### config.mk
export PLATFORM = sky130hd
export DESIGN_NAME = flipper_bank
export DESIGN_NICKNAME = d
export VERILOG_FILES = /design/src/rtl/flipper_bank.sv
export SDC_FILE = /design/constraint.sdc
export NUM_CORES = 1
export LEC_CHECK = 0
export ABC_AREA = 1
export ABC_CLOCK_PERIOD_IN_PS = 3100
export BUFFER_PORTS_ARGS = -buffer_cell sky130_fd_sc_hd__clkbuf_2
export CORE_AREA = 2 2 98 100
export DETAILED_ROUTE_END_ITERATION = 8
export DIE_AREA = 0 0 100 102
export GPL_ROUTABILITY_DRIVEN = 0
export GPL_TIMING_DRIVEN = 0
export PLACE_DENSITY = 0.64
export SLEW_MARGIN = 20
export SYNTH_ARGS = -nofsm -noshare
export SYNTH_HDL_FRONTEND = slang
export SYNTH_SLANG_ARGS = --single-unit
### constraint.sdc
create_clock -name clk -period 3.1 [get_ports clk]
set_input_delay 0.155 -clock clk [delete_from_list [all_inputs] [get_ports clk]]
set_output_delay 0.155 -clock clk [all_outputs]
set_load 0.05 [all_outputs]
### src/rtl/flipper_bank.sv
// flipper_bank: WIDTH independent channels with synchronised inputs, each in a
// run-time mode (pass, invert, toggle-on-edge, blink), configured over valid/ready.
module flipper_bank #(
    parameter int WIDTH     = 8,
    parameter int BLINK_DIV = 50000,
    parameter int DIV_W     = 16,
    localparam int CW       = (WIDTH > 1) ? $clog2(WIDTH) : 1
) (
    input  logic             clk,
    input  logic             rst_n,
    input  logic [WIDTH-1:0] in_true,
    input  logic             cfg_valid,
    output logic             cfg_ready,
    input  logic [CW-1:0]    cfg_chan,
    input  logic [1:0]       cfg_mode,
    output logic             cfg_err,
    output logic [WIDTH-1:0] out_inv
);

    typedef enum logic [1:0] {
        MODE_PASS   = 2'd0,
        MODE_INVERT = 2'd1,
        MODE_TOGGLE = 2'd2,
        MODE_BLINK  = 2'd3
    } mode_e;

    logic [WIDTH-1:0] meta_r;
    logic [WIDTH-1:0] sync_r;
    logic [WIDTH-1:0] prev_r;
    logic [WIDTH-1:0] tgl_r;
    mode_e            mode_r [WIDTH];
    logic [DIV_W-1:0] div_r;

    logic             tick_s;
    logic             xfer_s;
    logic             chan_bad_s;
    logic [WIDTH-1:0] rise_s;
    logic [WIDTH-1:0] wr_hit_s;
    logic [WIDTH-1:0] tgl_upd_s;
    logic [WIDTH-1:0] tgl_next_s;
    logic [WIDTH-1:0] out_next_s;

    assign tick_s     = (div_r == DIV_W'(BLINK_DIV - 1));
    assign xfer_s     = cfg_valid & cfg_ready;
    assign chan_bad_s = ({{(32-CW){1'b0}}, cfg_chan} >= 32'(WIDTH));
    assign rise_s     = sync_r & ~prev_r;

    // Per-channel next toggle state and next output; a config write clears t.
    always_comb begin
        wr_hit_s   = {WIDTH{1'b0}};
        tgl_upd_s  = {WIDTH{1'b0}};
        tgl_next_s = {WIDTH{1'b0}};
        out_next_s = {WIDTH{1'b0}};
        for (int i = 0; i < WIDTH; i++) begin
            wr_hit_s[i] = xfer_s && (cfg_chan == CW'(i));
            case (mode_r[i])
                MODE_TOGGLE: tgl_upd_s[i] = tgl_r[i] ^ rise_s[i];
                MODE_BLINK:  tgl_upd_s[i] = sync_r[i] ? (tgl_r[i] ^ tick_s) : 1'b0;
                default:     tgl_upd_s[i] = tgl_r[i];
            endcase
            tgl_next_s[i] = wr_hit_s[i] ? 1'b0 : tgl_upd_s[i];
            case (mode_r[i])
                MODE_PASS:   out_next_s[i] = sync_r[i];
                MODE_INVERT: out_next_s[i] = ~sync_r[i];
                default:     out_next_s[i] = tgl_next_s[i];
            endcase
        end
    end

    // Synchroniser, edge history, channel state, prescaler and config port.
    always_ff @(posedge clk or negedge rst_n) begin
        if (!rst_n) begin
            meta_r    <= {WIDTH{1'b0}};
            sync_r    <= {WIDTH{1'b0}};
            prev_r    <= {WIDTH{1'b0}};
            tgl_r     <= {WIDTH{1'b0}};
            out_inv   <= {WIDTH{1'b0}};
            div_r     <= {DIV_W{1'b0}};
            cfg_ready <= 1'b1;
            cfg_err   <= 1'b0;
            for (int i = 0; i < WIDTH; i++) begin
                mode_r[i] <= MODE_INVERT;
            end
        end else begin
            meta_r    <= in_true;
            sync_r    <= meta_r;
            prev_r    <= sync_r;
            tgl_r     <= tgl_next_s;
            out_inv   <= out_next_s;
            div_r     <= tick_s ? {DIV_W{1'b0}} : (div_r + DIV_W'(1));
            // Ready is withheld for exactly the cycle after each accepted request.
            cfg_ready <= ~xfer_s;
            if (xfer_s && chan_bad_s) begin
                cfg_err <= 1'b1;
            end else begin
                cfg_err <= cfg_err;
            end
            for (int i = 0; i < WIDTH; i++) begin
                if (wr_hit_s[i]) begin
                    mode_r[i] <= mode_e'(cfg_mode);
                end else begin
                    mode_r[i] <= mode_r[i];
                end
            end
        end
    end

endmodule

## Word-level counts from Yosys, hierarchy flattened

Cells that the tools add are included.

- Logic and storage cells: 126
- Output and inout port bits: 10
- Flip-flop bits (word level): 73
- Input bits: 16

- Reduce and logical (&&, ||, !) cells: 17
- Add/sub/neg operators: 1
- Equality and inequality tests: 32
- Bitwise logic cells: 28
- Muxes and demuxes: 33

Operators with widths:

| operator | count |
|---|---|
| == test 2 bit (second input constant) | 16 |
| case mux 1 bit (2 select lines) | 16 |
| adder 16 x 1 -> 16 bit (second input constant) | 1 |
| == test 16 bit (second input constant) | 1 |
| == test 2 x 1 -> 1 bit (second input constant) | 8 |
| logical NOT 2 bit | 8 |
| 2-to-1 mux 1 bit | 16 |
| 2-to-1 mux 16 bit | 1 |
| XOR 1 bit | 16 |
| == test 3 bit (second input constant) | 4 |
| NOT 1 bit | 9 |
| AND 8 bit | 1 |
| logical AND 1 bit | 8 |
| NOT 8 bit | 1 |
| == test 3 x 2 -> 1 bit (second input constant) | 2 |
| == test 3 x 1 -> 1 bit (second input constant) | 1 |
| logical NOT 3 bit | 1 |
| AND 1 bit | 1 |

## Logic depth before layout (Yosys ltp)

Gate-level depths: netlist (run 1).

- Depth in word-level cells: 6
- Depth in mapped cells: 11
- Depth with buffers taken out: 10

## Worst setup path before layout (run 1)

No wires, ideal clock.

- Kind: register to register
- From: reg div_r[0]
- To: reg tgl_r[2]
- Data arrival time: 1390 ps
- Data required time: 3037 ps
- Buffers on the path: 1
- Setup slack: 1647 ps
- Setup time: 63 ps
- Stages on the path, launching flop included: 11
- Clock period less this slack: 1453 ps
- Cells stage by stage: dfrtp_1 -> ha_1 -> nand3_4 -> nor2_8 -> nand2_4 -> buf_12 -> nand2_4 -> nand4_2 -> nand3_1 -> nand2_1 -> inv_1

- Cells in the longest elaborated chain, start to end: 5

RTL lines:

| what | RTL line | RTL |
|---|---|---|
| start: declaration | 32 | `logic [DIV_W-1:0] div_r;` |
| start signal: assignment | 78 | `div_r <= {DIV_W{1'b0}};` |
| start signal: assignment | 90 | `div_r <= tick_s ? {DIV_W{1'b0}} : (div_r + DIV_W'(1));` |
| == test 16 bit | 43 | `assign tick_s = (div_r == DIV_W'(BLINK_DIV - 1));` |
| XOR 1 bit | 58 | `MODE_BLINK: tgl_upd_s[i] = sync_r[i] ? (tgl_r[i] ^ tick_s) : 1'b0;` |
| 2-to-1 mux 1 bit | 58 |  |
| case mux 1 bit (2 select lines) | 56 | `case (mode_r[i])` |
| 2-to-1 mux 1 bit | 61 | `tgl_next_s[i] = wr_hit_s[i] ? 1'b0 : tgl_upd_s[i];` |
| net tgl_next_s[2] | 40 | `logic [WIDTH-1:0] tgl_next_s;` |
| end signal: assignment | 76 | `tgl_r <= {WIDTH{1'b0}};` |
| end signal: assignment | 88 | `tgl_r <= tgl_next_s;` |
| end: declaration | 30 | `logic [WIDTH-1:0] tgl_r;` |

The timed path passes the listed nets, and every way through them passes these cells.
A chain may end at the register's enable or synchronous reset.

## Worst setup path after layout (run 1)

- From: reg div_r[0]
- To: reg out_inv[3]

- Cells in the longest elaborated chain, start to end: 6

RTL lines:

| what | RTL line | RTL |
|---|---|---|
| == test 16 bit | 43 |  |
| XOR 1 bit | 58 |  |
| 2-to-1 mux 1 bit | 58 |  |
| case mux 1 bit (2 select lines) | 56 |  |
| 2-to-1 mux 1 bit | 61 |  |
| case mux 1 bit (2 select lines) | 62 | `case (mode_r[i])` |
| net out_next_s[3] | 41 | `logic [WIDTH-1:0] out_next_s;` |
| end signal: assignment | 77 | `out_inv <= {WIDTH{1'b0}};` |
| end signal: assignment | 89 | `out_inv <= out_next_s;` |
| end: declaration | 17 | `output logic [WIDTH-1:0] out_inv` |

The timed path passes the listed nets, and every way through them passes these cells.

==> results of run 1 <==
[state kept, by name, summed over array words and instances (netlist names)]
register and count:
cfg_ready 1, div_r 16, meta_r 8, mode_r 16, out_inv 8, prev_r 8, sync_r 8, tgl_r 8
[power by group through the flow]
stage	logic [mW]	registers, mW	clock network, mW
after floorplan	0.401	1.38	0
after global routing	0.778	1.28	1.01
final	0.684	1.26	0.949
after detailed placement	0.679	1.27	0
after global placement	0.657	1.26	0
after CTS	0.691	1.25	0.973
[final cells by class]
| cell class | instances | area [µm²] |
|---|---|---|
| buffer | 3 | 31.3 |
| clock buffer | 11 | 151 |
| clock inverter | 5 | 108 |
| fill | 912 | 4880 |
| inverter | 85 | 320 |
| multi-input combinational | 253 | 1400 |
| sequential | 73 | 1840 |
| tap | 111 | 139 |
| timing repair buffer | 34 | 245 |
[placed cells by master, fill, tap and decap left out, types with 2 or more instances in the layout]
master and count:
nand3_1 28, clkbuf_2 22, nor3_1 2, nand2_4 9, nand2_1 102, inv_2 3, nor4_1 2, nor2_2 3
xor2_1 13, bufinv_16 3, clkbuf_8 11, nand2_2 4, o21ai_0 9, nand4_2 6, inv_1 80, nor2_8 2
o21bai_1 9, nor2_4 2, nand4_1 15, dfrtp_1 64, o21ai_1 2, dfstp_2 9, inv_6 2, nor2_1 34
dlygate4sd3_1 10, nand3_2 2
[worst register-to-register path, cell delays in order, from the launching register on]
cell and delay (ns):
dfrtp_1 0.39, ha_1 0.26, nand3_4 0.13, nor2_8 0.24, nand2_4 0.10, buf_12 0.17, nand2_4 0.06, nand4_2 0.08
nand2_1 0.08, nand2_1 0.05, nand2_1 0.08
[worst paths after layout]
kind / startpoint / slack, ns / depth (start not counted) / endpoint
max: div_r[0]$_DFF_PN0_ / 1.41 / 10 / out_inv[3]$_DFF_PN0_
min: cfg_chan[0] / 0.23 / 6 / mode_r[6]$_DFFE_PN1P_
max reg2reg: div_r[0]$_DFF_PN0_ / 1.41 / 10 / out_inv[3]$_DFF_PN0_
max in group asynchronous: rst_n / 2.22 / 3 / mode_r[0]$_DFFE_PN1P_
min reg2reg: meta_r[6]$_DFF_PN0_ / 0.35 / 0 / sync_r[6]$_DFF_PN0_
min in group asynchronous: rst_n / 0.28 / 2 / div_r[3]$_DFF_PN0_
[routing by layer]
| layer | wire [µm] | up-vias | global-route usage [%] |
|---|---|---|---|
| li1 | - | 1360 | - |
| met1 | 3120 | 1264 | 18.3 |
| met2 | 3070 | 40 | 24.4 |
| met3 | 219 | 10 | 3.21 |
| met4 | 84 | 0 | 4.95 |
| met5 | 0 | - | 0 |
[metrics by stage]
stage                     total power [mW]  cells  area [µm²]  util (%)  setup WS (ns)
after floorplan                       1.78    414        3580         -           1.65
after global placement                1.92    548        3840      42.1           1.25
after detailed placement              1.95    549        3870      42.5           1.42
after CTS                             2.92    575        4230      46.4           1.40
after global routing                  3.07    575        4230      46.4           1.25
final                                 2.89    575        4230      46.4           1.41
[cells by family after synthesis]
family / count (synthesis) / synth area share [%]
fa+ha+maj: 1 / 0.349
compound gates: 21 / 3.56
simple gates: 216 / 31.5
other cells: 1 / 0.105
flops: 73 / 51.3
xor+xnor: 14 / 3.42
buf+inv: 88 / 9.81
[what timing repair did]
action                                 4_1_cts  5_1_grt
hold buffers                                10        0
endpoints found under the hold margin       30        0
setup buffers                                0        0
==> out/qor.yml, run 1 <==
run_status:
  outcome: "finished clean"
worst_setup_path:
  cp_max_fo: 10
  crit_chain: "ha_1 > nand3_4 > nor2_8 > nand2_4 > buf_12 > nand2_4 > nand4_2 > nand2_1 > nand2_1 > nand2_1"
  start_kind: "flip-flop"
  worstPathArrival_ns: 1.97
  critPathCaptureType: "flip-flop"
  path_class: "flip-flop to flip-flop"
  crit_slowest_cell: "dfrtp_1"
  crit_required_ns: 3.37
  cpMostUsedCell: "nand2_1"
  max_stage_delay_ns: 0.39
  crit_family: "simple AND/OR/NAND/NOR gates"
  worst-path-buf-inv: 1
synthesis:
  ys_seq_elements: 73
  synthCells: 414
  syn_area_um2: 3580
  ys.warnings.count: 0
  yosysMostFrequentCell: "nand2_1"
  synthFlopType: "dfrtp_1"
  synth_cell_types: 35
  yosysTopAreaCell: "dfrtp_1"
  synth_edf_count: 0
  seq_area_frac_synth_pct: 51.3
  async_flop_share_pct: 100
  synth.area.top_cells: "dfrtp_1 45%, nand2_1 11%, inv_1 8.4%, dfstp_2 6.6%, nand3_1 3.9%"
  syn_avg_cell_area_um2: 8.66
  syn_nets: 431
  synth_top_area_share_pct: 44.7
  synth_common_cells: "102 x nand2_1, 80 x inv_1, 64 x dfrtp_1"
global_route:
  grt_overflow_total: 0
  antenna_found_initial: 0
  grt_pass1_vias: 2638
  grt_max_degree: 53
  grt_use_total_pct: 14.4
  grt_pass1_wl_mm: 11.7
clock_network:
  numCtsBuffers: 9
  cts_tree: "built"
  clkSinkCount: 73
  clk-insertion-delay-late_ns: 0.34
  cts_resized: 0
  cts_root_buf: "clkbuf_8"
  h-tree-depth: 3
  clock_path_buffers: 2
  clk_pin_slew_ns: 0.08
floorplanning:
  die-area_um2: 10200
  core_area_um2: 9110
  die_h_um: 102
  chipWidth_um: 100
  rows: 35
  start_util_pct: 39.4
  num_io_pins: 26
power:
  power_frac_seq_pct: 43.5
  p_per_area_nw_per_um2: 683
  intPower_mw: 1.95
  power_leakage_nw: 2.31
  switchingPower_mw: 0.935
  ir_drop_v: 0.000356
  p_sw_share_pct: 32.4
  combPwrFrac_pct: 23.7
  p_clk_share_pct: 32.9
detailed_routing:
  vias: 2674
  drc: 0
  postRouteAntennaNets: 0
  first_pass_iters: 5
  drt_iter0_markers: 115
  wirelength_mm: 6.49
  viasPerCell: 4.65
  wl_per_cell_um: 11.3
sta:
  finalHoldViolCount: 0
  finClkSkew_ns: 0.00640
  rsz0062_at_grt: "false"
  holdWs_ns: 0.228
  min_period_ns: 1.69
  drv_slew: 0
  max_freq_mhz: 591
  min_period_over_period_pct: 54.6
  setup_violations: 0
  setup_tns_ns: 0
worst_hold_path:
  min_path_type: "primary input to flip-flop"
flow_run:
  maxCapViolations: 0
placement:
  hpwl_mm: 4.60
  io_buffers: 23
layout:
  layout-drive-gt1-share_pct: 18.5
  antenna_cells: 0
  final_nets: 476
  area_growth_syn_to_layout_pct: 17.9
Note: power is estimated with default switching activity, not from simulation.
==> run 2: changes to the inputs <==
--- a/config.mk
+++ b/config.mk
@@ -6,7 +6,7 @@
 export NUM_CORES = 1
 export LEC_CHECK = 0
 export ABC_AREA = 1
-export ABC_CLOCK_PERIOD_IN_PS = 3100
+export ABC_CLOCK_PERIOD_IN_PS = 1700
 export BUFFER_PORTS_ARGS = -buffer_cell sky130_fd_sc_hd__clkbuf_2
 export CORE_AREA = 2 2 98 100
 export DETAILED_ROUTE_END_ITERATION = 8
==> constraint.sdc (replaced) <==
create_clock -name clk -period 1.7 [get_ports clk]
set_input_delay 0.085 -clock clk [delete_from_list [all_inputs] [get_ports clk]]
set_output_delay 0.085 -clock clk [all_outputs]
set_load 0.05 [all_outputs]
==> out/qor.yml, run 2 (same netlist as run 1, synthesis figures left out) <==
sta:
  finClkSkew_ns: 0.00600
  finalHoldViolCount: 0
  rsz0062_at_grt: "false"
  layout_setup_ws_ns: 0.124
  setup_violations: 0
  min_period_ns: 1.58
  drv_slew: 0
  setup_tns_ns: 0
  min_period_over_period_pct: 92.7
  max_freq_mhz: 634
clock_network:
  clk_pin_slew_ns: 0.08
  cts_root_buf: "clkbuf_8"
  cts_tree: "built"
  clock_path_buffers: 2
  numCtsBuffers: 9
  h-tree-depth: 3
  clk-insertion-delay-late_ns: 0.34
  clkSinkCount: 73
global_route:
  grt_overflow_total: 0
  grt_pass1_vias: 2638
  grt_max_degree: 53
  antenna_found_initial: 0
  grt_pass1_wl_mm: 11.7
  grt_use_total_pct: 14.4
floorplanning:
  num_io_pins: 26
  chipWidth_um: 100
  die-area_um2: 10200
  die_h_um: 102
  core_area_um2: 9110
  start_util_pct: 39.4
  rows: 35
layout:
  final_nets: 480
  reg_top3: "div_r: 16 flops, mode_r: 16 flops"
  layout-drive-gt1-share_pct: 20.1
  area_growth_syn_to_layout_pct: 19.4
  final_cell_mix: "102 x nand2_1, 80 x inv_1, 62 x dfrtp_1, 33 x nor2_1, 28 x nand3_1"
  utilization_pct: 47.0
  antenna_cells: 0
  layout.cells.most_common: "nand2_1"
  nFillCells: 904
power:
  finalPower_mw: 5.27
  intPower_mw: 3.56
  combPwrFrac_pct: 23.7
  power_leakage_nw: 2.34
  p_per_area_nw_per_um2: 1230
  p_sw_share_pct: 32.5
  p_clk_share_pct: 32.9
  switchingPower_mw: 1.71
  power_frac_seq_pct: 43.4
  ir_drop_v: 0.000650
flow_run:
  maxCapViolations: 0
worst_setup_path:
  path_class: "flip-flop to flip-flop"
  crit_required_ns: 1.98
  critPathCaptureType: "flip-flop"
  worstPathArrival_ns: 1.85
  cp_max_fo: 10
  start_kind: "flip-flop"
detailed_routing:
  wl_per_cell_um: 11.3
  drc: 0
  wirelength_mm: 6.56
  viasPerCell: 4.64
  drt_iter0_markers: 91
  first_pass_iters: 4
  vias: 2684
  postRouteAntennaNets: 0
placement:
  io_buffers: 23
  pre_cts_slack_ns: 0.0195
  hpwl_mm: 4.60
run_status:
  outcome: "finished clean"
worst_hold_path:
  min_path_type: "primary input to flip-flop"
-- run 2: repair_timing --
item                                   4_1_cts  5_1_grt
setup endpoints to repair                    1       15
endpoints found under the hold margin       30        0
resized for setup                            0        6
hold buffers                                10        0
buffers inserted                             0        4
pin swaps                                    1        1
-- run 2: final timing paths --
kind                                          start                endpoint  slack (ns)  cells after the start
worst min register to register  meta_r[6]$_DFF_PN0_     sync_r[6]$_DFF_PN0_        0.35                      0
worst max-delay path             div_r[4]$_DFF_PN0_    out_inv[3]$_DFF_PN0_        0.12                     10
max in group asynchronous                     rst_n  mode_r[12]$_DFFE_PN1P_        0.88                      3
worst min-delay path                    cfg_chan[0]   mode_r[6]$_DFFE_PN1P_        0.15                      6
min in group asynchronous                     rst_n      div_r[3]$_DFF_PN0_        0.20                      2
worst max register to register   div_r[4]$_DFF_PN0_    out_inv[3]$_DFF_PN0_        0.12                     10
-- run 2: metrics by stage --
step / instances / instance area (µm²) / hold slack (ns)
2_1_floorplan: 414 / 3580 / -0.211
3_3_place_gp: 548 / 3840 / 0.193
3_5_place_dp: 549 / 3870 / 0.0337
4_1_cts: 575 / 4230 / 0.135
5_1_grt: 579 / 4280 / 0.197
6_report: 579 / 4280 / 0.154
-- run 2: worst max-delay path, stage by stage (launching register included) --
cell     delay (ns)
dfrtp_2        0.46
nor2_4         0.15
nand2_4        0.08
nor2_8         0.22
nand2_4        0.09
buf_12         0.17
nand2_4        0.05
nand4_2        0.08
nand2_1        0.07
nand2_1        0.05
nand2_1        0.07
-- run 2: layout make-up --
cell class	instances	area [µm²]	area share (%)
clock inverters	5	108	2.51
clock buffers	11	151	3.54
flip-flops and latches	73	1840	43.0
plain buffers	3	31.3	0.731
well taps	111	139	3.24
multi-input cells	253	1420	33.1
repair buffers	38	275	6.43
inverters	85	320	7.48
-- run 2: power by group through the flow --
stage | clock network [mW] | logic, mW | registers (mW)
finish | 1.74 | 1.25 | 2.29
CTS | 1.77 | 1.26 | 2.29
floorplan | 0 | 0.732 | 2.52
detailed placement | 0 | 1.24 | 2.32
global route | 1.85 | 1.42 | 2.33
global placement | 0 | 1.20 | 2.31
-- run 2: per-layer routing --
metal,routed length (µm),part of all wire [%],global-route usage [%],up-vias
li1,-,-,-,1372
met1,3190,49,18.3,1266
met2,3080,47,24.4,36
met3,210,3.2,3.21,10
met4,82,1.3,4.95,0
met5,0,0,0,-
==> run 3: changes to the inputs <==
--- a/config.mk
+++ b/config.mk
@@ -5,12 +5,11 @@
 export SDC_FILE = /design/constraint.sdc
 export NUM_CORES = 1
 export LEC_CHECK = 0
-export ABC_AREA = 1
 export ABC_CLOCK_PERIOD_IN_PS = 1700
 export BUFFER_PORTS_ARGS = -buffer_cell sky130_fd_sc_hd__clkbuf_2
-export CORE_AREA = 2 2 98 100
+export CORE_AREA = 2 2 95 97
 export DETAILED_ROUTE_END_ITERATION = 8
-export DIE_AREA = 0 0 100 102
+export DIE_AREA = 0 0 97 99
 export GPL_ROUTABILITY_DRIVEN = 0
 export GPL_TIMING_DRIVEN = 0
 export PLACE_DENSITY = 0.64
==> out/qor.yml, run 3 <==
synthesis:
  synth_cell_types: 46
  ys.warnings.count: 0
  synth_top_area_share_pct: 47.9
  yosysTopAreaCell: "dfrtp_1"
  synth.area.top_cells: "dfrtp_1 48%, dfstp_2 7.1%, xnor2_1 5.0%, mux2_2 4.0%, xor2_1 3.4%"
  synthCells: 300
  ys_seq_elements: 73
  synth_edf_count: 0
  yosysMostFrequentCell: "dfrtp_1"
  syn_nets: 317
  syn_avg_cell_area_um2: 11.1
  seq_area_frac_synth_pct: 55.0
  async_flop_share_pct: 100
  syn_area_um2: 3340
  synth_common_cells: "64 x dfrtp_1, 27 x nand2_1, 21 x nor2_1"
  synthFlopType: "dfrtp_1"
power:
  p_clk_share_pct: 25.2
  power_leakage_nw: 1.80
  power_frac_seq_pct: 48.1
  switchingPower_mw: 1.63
  intPower_mw: 3.21
  ir_drop_v: 0.000417
  combPwrFrac_pct: 26.7
  p_sw_share_pct: 33.7
  p_per_area_nw_per_um2: 1150
global_route:
  antenna_found_initial: 0
  grt_pass1_vias: 2451
  grt_use_total_pct: 14.6
  grt_max_degree: 52
  grt_overflow_total: 0
  grt_pass1_wl_mm: 11.4
sta:
  setup_violations: 1
  min_period_ns: 1.75
  finClkSkew_ns: 0.00881
  finalHoldViolCount: 0
  max_freq_mhz: 573
  layout_setup_ws_ns: -0.0451
  rsz0062_at_grt: "true"
  drv_slew: 0
  min_period_over_period_pct: 103
worst_setup_path:
  cp_max_fo: 7
  crit_chain: "and4bb_4 > and4_4 > mux2_4 > a311oi_2"
  reg2reg_depth: 4
  crit_required_ns: 1.95
  start_kind: "flip-flop"
  critPathCaptureType: "flip-flop"
  max_stage_delay_ns: 0.41
  worstPathArrival_ns: 1.99
  crit_slowest_cell: "dfrtp_1"
  path_class: "flip-flop to flip-flop"
placement:
  hpwl_mm: 4.24
  post_dp_cell_area_um2: 3660
  io_buffers: 24
  pre_cts_slack_ns: -0.318
floorplanning:
  die_h_um: 99
  rows: 34
  start_util_pct: 39.1
  chipWidth_um: 97
  core_area_um2: 8550
  num_io_pins: 26
  die-area_um2: 9600
clock_network:
  cts_tree: "built"
  cts_root_buf: "clkbuf_8"
  h-tree-depth: 3
  numCtsBuffers: 9
  clk-insertion-delay-late_ns: 0.34
  clk_pin_slew_ns: 0.07
  clock_path_buffers: 2
  clkSinkCount: 73
detailed_routing:
  viasPerCell: 5.08
  wl_per_cell_um: 14.1
  wirelength_mm: 6.70
  postRouteAntennaNets: 0
  drt_iter0_markers: 86
  vias: 2418
  drc: 0
  first_pass_iters: 4
layout:
  layout.cells.most_common: "dfrtp_1"
  reg_top3: "div_r: 16 flops, mode_r: 16 flops"
  area_growth_syn_to_layout_pct: 26.0
  final_cell_mix: "63 x dfrtp_1, 27 x nand2_1, 23 x clkbuf_2, 21 x nor2_1, 17 x buf_4"
  antenna_cells: 0
  final_area_um2: 4220
  final_nets: 380
  layout-drive-gt1-share_pct: 30.2
worst_hold_path:
  min_path_type: "primary input to flip-flop"
  hold_depth: 3
flow_run:
  maxCapViolations: 0
run_status:
  outcome: "finished with violations"
  violations: "setup timing"
==> run 3: cell count changes after synthesis, moves of 11 or more <==
cell     before  now
inv_1        80   10
mux2_2        0   12
nand2_1     102   27
nand3_1      28   11
nand4_1      15    4
nor2_1       34   21
xnor2_1       1   19
==> run 3: critical path, delay by kind of cell (launching register included) <==
family | cells | cell delay (ns)
AO/OA/AOI/OAI | 1 | 0.20
flip-flops | 1 | 0.41
AND/OR/NAND/NOR | 2 | 0.72
multiplexers | 1 | 0.33
==> run 3: cells by family after synthesis <==
| family | after synthesis | synth area share [%] |
|---|---|---|
| adder cells (fa/ha/maj) | 1 | 0.374 |
| flip-flops | 73 | 55.0 |
| other | 1 | 0.112 |
| AO/OA/AOI/OAI | 53 | 11.2 |
| buffers and inverters | 18 | 3.07 |
| AND/OR/NAND/NOR | 110 | 17.8 |
| multiplexers | 12 | 4.04 |
| XOR/XNOR | 32 | 8.38 |
==> run 3: power groups by stage <==
stage	Combinational [mW]	Sequential [mW]	Clock [mW]
after detailed placement	1.20	2.35	0
final	1.29	2.33	1.22
after CTS	1.26	2.32	1.25
after floorplan	0.649	2.59	0
after global routing	1.41	2.38	1.33
after global placement	1.17	2.33	0
==> run 3: layout make-up <==
cell class | instances | area, µm²
plain buffers | 5 | 62.6
clock buffers | 13 | 159
clock inverters | 3 | 15.0
fillers | 779 | 4340
inverters | 10 | 37.5
multi-input cells | 209 | 1530
flip-flops and latches | 73 | 1840
well taps | 108 | 135
repair buffers | 55 | 438
==> run 3: through the flow <==
step                      util, %  instances  TNS (ns)  hold WS (ns)  power [mW]
final                        49.3        476   -0.0451         0.114        4.84
after global routing         49.3        476    -0.648         0.136        5.11
after CTS                    47.3        468   -0.0390         0.104        4.84
after detailed placement     42.8        433     -3.54        0.0459        3.55
after global placement       42.4        432     -8.31         0.193        3.50
after floorplan                 -        300  -0.00435        -0.211        3.24
==> run 3: repair_timing <==
item / CTS / global route
hold buffers: 10 / 0
pin swaps: 10 / 19
setup buffers: 9 / 10
gates resized for setup: 14 / 19
gates cloned: 0 / 1
endpoints found under the setup margin: 26 / 21
hold endpoints to repair: 31 / 0
==> run 3: worst paths after layout <==
path | from | endpoint | slack, ns
max in group asynchronous | rst_n | mode_r[0]$_DFFE_PN1P_ | 0.86
max | div_r[12]$_DFF_PN0_ | out_inv[1]$_DFF_PN0_ | -0.05
max reg2reg | div_r[12]$_DFF_PN0_ | out_inv[1]$_DFF_PN0_ | -0.05
min reg2reg | meta_r[0]$_DFF_PN0_ | sync_r[0]$_DFF_PN0_ | 0.35
min in group asynchronous | rst_n | sync_r[0]$_DFF_PN0_ | 0.21
min | cfg_mode[1] | mode_r[1]$_DFFE_PN0P_ | 0.11
==> run 3: metal layers <==
| metal | global-route usage [%] | vias up | wire, µm |
|---|---|---|---|
| met1 | 18.6 | 1189 | 3090 |
| met4 | 3.58 | 0 | 89 |
| met3 | 4.82 | 11 | 221 |
| li1 | - | 1180 | - |
| met2 | 24.4 | 38 | 3300 |
| met5 | 0 | - | 0 |
